`src/rtl/datapath_sequencer_if.sv`:
```
// Control bus between the instruction decoder, datapath_sequencer and the register-file/ALU datapath.
interface datapath_sequencer_if;
    logic       s;
    logic [2:0] opcode;
    logic [1:0] op;
    logic [1:0] nsel;
    logic       loada;
    logic       loadb;
    logic       loadc;
    logic       loads;
    logic       asel;
    logic       bsel;
    logic [1:0] vsel;
    logic       write;
    logic       w;
    logic       err;

    // Decoder side: issues instructions, observes the datapath strobes.
    modport master (
        output s, opcode, op,
        input  nsel, loada, loadb, loadc, loads, asel, bsel, vsel, write, w, err
    );

    // Sequencer side.
    modport slave (
        input  s, opcode, op,
        output nsel, loada, loadb, loadc, loads, asel, bsel, vsel, write, w, err
    );
endinterface

```
`src/rtl/datapath_sequencer.sv`:
```
// Moore controller that steps the register-file/ALU datapath through one decoded instruction.
// Optional feature macro: SEQ_ILLEGAL_TRAP_EN (illegal class halts with err=1 instead of acting as a NOP).
module datapath_sequencer (
    input  logic                 clk,
    input  logic                 reset,
    datapath_sequencer_if.slave  bus
);
    localparam int unsigned CLS_W = 5;

    localparam logic [CLS_W-1:0] CLS_MOV_IMM = 5'b110_10;
    localparam logic [CLS_W-1:0] CLS_MOV_REG = 5'b110_00;
    localparam logic [CLS_W-1:0] CLS_ADD     = 5'b101_00;
    localparam logic [CLS_W-1:0] CLS_CMP     = 5'b101_01;
    localparam logic [CLS_W-1:0] CLS_AND     = 5'b101_10;
    localparam logic [CLS_W-1:0] CLS_MVN     = 5'b101_11;

    typedef enum logic [2:0] {
        ST_WAIT      = 3'd0,
        ST_DECODE    = 3'd1,
        ST_WRITE_IMM = 3'd2,
        ST_GET_A     = 3'd3,
        ST_GET_B     = 3'd4,
        ST_ALU       = 3'd5,
        ST_WRITE_REG = 3'd6
`ifdef SEQ_ILLEGAL_TRAP_EN
        , ST_HALT    = 3'd7
`endif
    } state_t;

    typedef struct packed {
        logic [1:0] nsel;
        logic       loada;
        logic       loadb;
        logic       loadc;
        logic       loads;
        logic       asel;
        logic       bsel;
        logic [1:0] vsel;
        logic       write;
        logic       w;
        logic       err;
    } ctrl_t;

    localparam ctrl_t CTRL_IDLE = '{nsel: 2'b00, vsel: 2'b00, w: 1'b1, default: 1'b0};

    state_t           state_q, state_d;
    logic [CLS_W-1:0] cls_q, cls_d;
    ctrl_t            ctrl_q, ctrl_d;

    // State, latched class and registered strobes (decoded from the state being entered).
    always_ff @(posedge clk or negedge reset) begin
        if (!reset) begin
            state_q <= ST_WAIT;
            cls_q   <= '0;
            ctrl_q  <= CTRL_IDLE;
        end else begin
            state_q <= state_d;
            cls_q   <= cls_d;
            ctrl_q  <= ctrl_d;
        end
    end

    always_comb begin
        state_d = state_q;
        cls_d   = cls_q;
        ctrl_d  = '0;

        case (state_q)
            ST_WAIT: begin
                if (bus.s) begin
                    state_d = ST_DECODE;
                    cls_d   = {bus.opcode, bus.op};
                end
            end
            ST_DECODE: begin
                case (cls_q)
                    CLS_MOV_IMM:                state_d = ST_WRITE_IMM;
                    CLS_MOV_REG, CLS_MVN:       state_d = ST_GET_B;
                    CLS_ADD, CLS_CMP, CLS_AND:  state_d = ST_GET_A;
`ifdef SEQ_ILLEGAL_TRAP_EN
                    default:                    state_d = ST_HALT;
`else
                    default:                    state_d = ST_WAIT;
`endif
                endcase
            end
            ST_WRITE_IMM: state_d = ST_WAIT;
            ST_GET_A:     state_d = ST_GET_B;
            ST_GET_B:     state_d = ST_ALU;
            ST_ALU:       state_d = (cls_q == CLS_CMP) ? ST_WAIT : ST_WRITE_REG;
            ST_WRITE_REG: state_d = ST_WAIT;
`ifdef SEQ_ILLEGAL_TRAP_EN
            ST_HALT:      state_d = ST_HALT;
`endif
            default:      state_d = ST_WAIT;
        endcase

        // Outputs follow the state being entered, so they are registered yet still Moore.
        case (state_d)
            ST_WAIT: ctrl_d.w = 1'b1;
            ST_WRITE_IMM: begin
                ctrl_d.nsel  = 2'b00;
                ctrl_d.vsel  = 2'b10;
                ctrl_d.write = 1'b1;
            end
            ST_GET_A: begin
                ctrl_d.nsel  = 2'b00;
                ctrl_d.loada = 1'b1;
            end
            ST_GET_B: begin
                ctrl_d.nsel  = 2'b10;
                ctrl_d.loadb = 1'b1;
            end
            ST_ALU: begin
                ctrl_d.asel = (cls_d == CLS_MOV_REG);
                if (cls_d == CLS_CMP) ctrl_d.loads = 1'b1;
                else                  ctrl_d.loadc = 1'b1;
            end
            ST_WRITE_REG: begin
                ctrl_d.nsel  = 2'b01;
                ctrl_d.vsel  = 2'b00;
                ctrl_d.write = 1'b1;
            end
`ifdef SEQ_ILLEGAL_TRAP_EN
            ST_HALT: ctrl_d.err = 1'b1;
`endif
            default: ctrl_d = '0;
        endcase
    end

    assign bus.nsel  = ctrl_q.nsel;
    assign bus.loada = ctrl_q.loada;
    assign bus.loadb = ctrl_q.loadb;
    assign bus.loadc = ctrl_q.loadc;
    assign bus.loads = ctrl_q.loads;
    assign bus.asel  = ctrl_q.asel;
    assign bus.bsel  = ctrl_q.bsel;
    assign bus.vsel  = ctrl_q.vsel;
    assign bus.write = ctrl_q.write;
    assign bus.w     = ctrl_q.w;
    assign bus.err   = ctrl_q.err;
endmodule

```
`src/flat_wrapper.sv`:
```
// flat-port wrapper written by rule: the top's interface ports become plain ports
module datapath_sequencer_flat 
  (clk, reset, bus_s, bus_opcode, bus_op, bus_nsel, bus_loada, bus_loadb, bus_loadc, bus_loads, bus_asel, bus_bsel, bus_vsel, bus_write, bus_w, bus_err);
  datapath_sequencer_if bus_i ();
  input  logic clk;
  input  logic reset;
  input wire logic [$bits(bus_i.s)-1:0] bus_s;
  input wire logic [$bits(bus_i.opcode)-1:0] bus_opcode;
  input wire logic [$bits(bus_i.op)-1:0] bus_op;
  output wire logic [$bits(bus_i.nsel)-1:0] bus_nsel;
  output wire logic [$bits(bus_i.loada)-1:0] bus_loada;
  output wire logic [$bits(bus_i.loadb)-1:0] bus_loadb;
  output wire logic [$bits(bus_i.loadc)-1:0] bus_loadc;
  output wire logic [$bits(bus_i.loads)-1:0] bus_loads;
  output wire logic [$bits(bus_i.asel)-1:0] bus_asel;
  output wire logic [$bits(bus_i.bsel)-1:0] bus_bsel;
  output wire logic [$bits(bus_i.vsel)-1:0] bus_vsel;
  output wire logic [$bits(bus_i.write)-1:0] bus_write;
  output wire logic [$bits(bus_i.w)-1:0] bus_w;
  output wire logic [$bits(bus_i.err)-1:0] bus_err;
  assign bus_i.s = bus_s;
  assign bus_i.opcode = bus_opcode;
  assign bus_i.op = bus_op;
  assign bus_nsel = bus_i.nsel;
  assign bus_loada = bus_i.loada;
  assign bus_loadb = bus_i.loadb;
  assign bus_loadc = bus_i.loadc;
  assign bus_loads = bus_i.loads;
  assign bus_asel = bus_i.asel;
  assign bus_bsel = bus_i.bsel;
  assign bus_vsel = bus_i.vsel;
  assign bus_write = bus_i.write;
  assign bus_w = bus_i.w;
  assign bus_err = bus_i.err;
  datapath_sequencer u_core (.clk(clk), .reset(reset), .bus(bus_i));
endmodule
```
`config.mk`:
```
export PLATFORM = sky130hd
export DESIGN_NAME = datapath_sequencer_flat
export DESIGN_NICKNAME = d
export VERILOG_FILES = /design/src/rtl/datapath_sequencer_if.sv /design/src/rtl/datapath_sequencer.sv /design/src/flat_wrapper.sv
export SDC_FILE = /design/constraint.sdc
export NUM_CORES = 1
export LEC_CHECK = 0
export CAP_MARGIN = 20
export CORE_MARGIN = 1.5
export CORE_UTILIZATION = 41
export DETAILED_ROUTE_END_ITERATION = 8
export PLACE_DENSITY = 0.77
export SYNTH_ARGS = -nofsm -noshare
export SYNTH_HDL_FRONTEND = slang
export SYNTH_SLANG_ARGS = --single-unit
```
`constraint.sdc`:
```
create_clock -name clk -period 1.6 [get_ports clk]
set_input_delay 0.32 -clock clk [delete_from_list [all_inputs] [get_ports clk]]
set_output_delay 0.32 -clock clk [all_outputs]
set_load 0.05 [all_outputs]
```
==> qor.csv <==
stage;metric;value;unit
status;status;complete, no violations;
worst_setup_path;CP peak stage delay;0.46;ns
worst_setup_path;setup slack, reg-to-reg;0.05;ns
worst_setup_path;critical setup path kind;reg2reg;
worst_setup_path;worst flop-to-flop path startpoint;u_core.state_q[1];
worst_setup_path;crit path max fanout;6;
worst_setup_path;depth of the most critical reg-to-reg path;3;
power_and_ir_drop;worst vdd ir;0.828;mV
clock_tree;number of setup buffers added after CTS;0;
synth;register area share after synthesis;56.8;%
synth;mapped cell area;796;sq um
detailed_routing;Pre-Repair DR Iteration Count;4;
synth;Avg Inst Size Synth;13.5;sq um
worst_setup_path;CP startpoint kind;flip-flop;
sta;RSZ-0062 raised after global routing;true;
sta;Max Slew Vio Count;0;
cells_and_area;share of cells above drive strength 1;36.6;%
cells_and_area;area grow syn2layout;29.7;%
die;Floorplan Core Area;1780;sq um
detailed_routing;DRC violation count after routing;0;
power_and_ir_drop;Static Leakage;0.488;nW
worst_setup_path;RR Endpoint;u_core.bus.asel;
worst_setup_path;crit-path cells;nor4b_4 > mux2_2 > nor4b_4;
die;Top Ports;21;
power_and_ir_drop;Flop pwr share;39.9;%
global_routing;initial antenna violation count;0;
power_and_ir_drop;part of the power in combinational logic;46.8;%
power_and_ir_drop;Pwr Density;1960;nW/um^2
place;pre-CTS setup slack;-0.241;ns
place;Placed Instance Area;992;sq um
detailed_routing;DR vias/cell;5.07;
clock_tree;Max clock buf depth;2;
place;gpl congestion;0.726;
detailed_routing;routed wire length;1410;um
worst_setup_path;Most common cell on crit path;nor4b_4;
clock_tree;root buf cell;clkbuf_4;
sta;Final WS setup;0.0467;ns
clock_tree;CTS tree;yes;
cells_and_area;# diodes;0;
detailed_routing;DRT iter0 DRCs;4;
worst_setup_path;CP Capture Type;flip-flop;
synth;Yosys cell types;27;
clock_tree;CTS clk-pin slew, worst paths;0.09;ns
place;Placed Cells incl. Taps;103;
detailed_routing;vias after detailed routing;543;
synth;post-synth top area cell;dfrtp_1;
power_and_ir_drop;Net Sw Frac;40.6;%
sta;Fin. Hold Viols;0;
global_routing;vias in the first global route;528;
global_routing;Total Routing Usage GR;16.2;%
detailed_routing;DR WL/cell;13.2;um
worst_setup_path;Crit path required time;1.80;ns
power_and_ir_drop;Switch Pwr;0.000820;W
sta;Setup Skew;0.000745;ns
worst_setup_path;slowest CP cell;dfrtp_2;
synth;top cell type's share of synthesized area;53.5;%
die;chip height;47.1;um
cells_and_area;cell area after layout;1030;sq um
synth;largest cells by area after synthesis;dfrtp_1, nor4b_4, mux2_2;
power_and_ir_drop;Int Pwr;0.00120;W
clock_tree;clock latency on the worst-skew pair;0.28;ns
die;die footprint;2210;sq um
power_and_ir_drop;Clk pwr share;13.3;%
synth;FF+latch count, synth;18;
power_and_ir_drop;total power;0.00202;W
min_path;Min-Delay Path Class;in2async;
die;Die Wd;47.1;um
global_routing;largest net degree at the start of global routing;11;
die;row cnt;15;
sta;worst hold margin;0.294;ns
clock_tree;clock tree sinks;18;
synth;ys async rst share;100;%
detailed_routing;DRT antenna net count;0;
synth;synthesized instance count;59;
die;initial core utilization;44.6;%
clock_tree;CTS H-tree depth;1;
sta;Final Cycle Share;97.1;%
clock_tree;Num CTS Buffers;3;
sta;final setup violation count;0;
cells_and_area;Non-Filler Instances;107;
clock_tree;hold buffer count at cts;0;
synth;synthesis warning total;0;
run;max-cap violations;0;
global_routing;total grt overflow;0;
global_routing;global-route wire length before repair;2390;um
synth;main flop type after synthesis;dfrtp_1;
synth;number of synthesized flops with an enable pin;0;
worst_setup_path;crit path DAT;1.75;ns
cells_and_area;Final nets;91;
place;port bufs;17;
sta;min Tclk post-route;1.55;ns
sta;Max Clk Rate;644;MHz
place;Detailed Place HPWL;1090;um
-- cell families (layout without fill, tap and decap cells) --
logic type	after synthesis	count (layout)	share of synthesized area [%]
and+or+nand+nor	24	24	23.7
DFF	18	18	56.8
AOI/OAI and AO/OA	7	7	8.18
muxes	5	5	7.55
buffers and inverters	4	25	3.30
other	1	3	0.471
-- placed cells by master (no fill, tap or decap), drive strengths merged, types with 2 or more instances in the layout --
cell           count
nor2               2
nor2b              4
conb               3
nand2b             2
nand2              3
nand3b             2
mux2               5
clkdlybuf4s50      7
and3               2
nand3              2
clkbuf             4
dfrtp             17
nor4b              3
o21ai              3
buf               13
-- layout make-up --
cell class	count	area [sq um]
timing repair buffer	20	180
fill	150	751
tap	25	31.3
sequential	18	453
multi-input combinational	39	328
inverter	1	3.75
clock buffer	4	36.3
-- power groups by stage --
stage | logic (W) | clock network [W] | registers, W
floorplan | 0.000469 | 0 | 0.000983
global placement | 0.000930 | 0 | 0.000791
detailed placement | 0.000942 | 0 | 0.000804
CTS | 0.000946 | 0.000284 | 0.000795
global route | 0.00101 | 0.000303 | 0.000831
finish | 0.000946 | 0.000268 | 0.000806
-- how the worst max path moves through the flow --
stage	from	end	slack (ns)	cells after the start
after detailed placement	bus_s	u_core.bus.asel	-0.24	4
after CTS	u_core.state_q[1]	u_core.bus.asel	0.009	3
after floorplan	u_core.state_q[2]	u_core.bus.asel	0.001	3
after global routing	u_core.state_q[1]	u_core.bus.asel	-0.02	3
after global placement	bus_s	u_core.bus.asel	-0.18	4
final	u_core.state_q[1]	u_core.bus.asel	0.05	3
-- metal layers --
metal | part of all wire, % | vias to the layer above | global-route usage [%]
met5 | 0 | - | 0
met4 | 1.5 | 0 | 10.0
met3 | 3.2 | 4 | 2.31
met2 | 54 | 21 | 27.4
met1 | 41 | 270 | 19.2
li1 | - | 248 | -
-- Yosys cell counts, types with 2 or more instances --
cell      instances
dfrtp_1          17
nand2_1           3
o21ai_0           2
nand2b_1          2
nor2_1            2
mux2_2            4
nor4b_4           2
nand3b_1          2
nor2b_1           4
buf_4             3
nand3_1           2
-- metrics by stage --
stage                     utilization, %  TNS [ns]
after global routing                57.9   -0.0216
after global placement              55.6    -0.457
after floorplan                        -         0
after detailed placement            55.6    -0.612
after CTS                           57.7         0
final                               57.9         0
-- timing repair --
action	CTS	global route
resized for setup	0	2
endpoints found under the setup margin	0	2
hold endpoints to repair	0	0
-- state kept, by name, indices dropped and copies added, names as in the netlist --
name and count:
u_core.cls_q 5, u_core.state_q 3, u_core.bus.nsel 2, u_core.bus.asel 1, u_core.bus.loada 1, u_core.bus.loadb 1, u_core.bus.loadc 1, u_core.bus.loads 1
u_core.bus.vsel 1, u_core.bus.w 1, u_core.bus.write 1
-- worst max-delay path: cells and delay by family (launching register included) --
family / cells / cell delay, ns
flip-flops: 1 / 0.46
AND/OR/NAND/NOR: 2 / 0.59
multiplexers: 1 / 0.41
(Power assumes the default switching activity.)
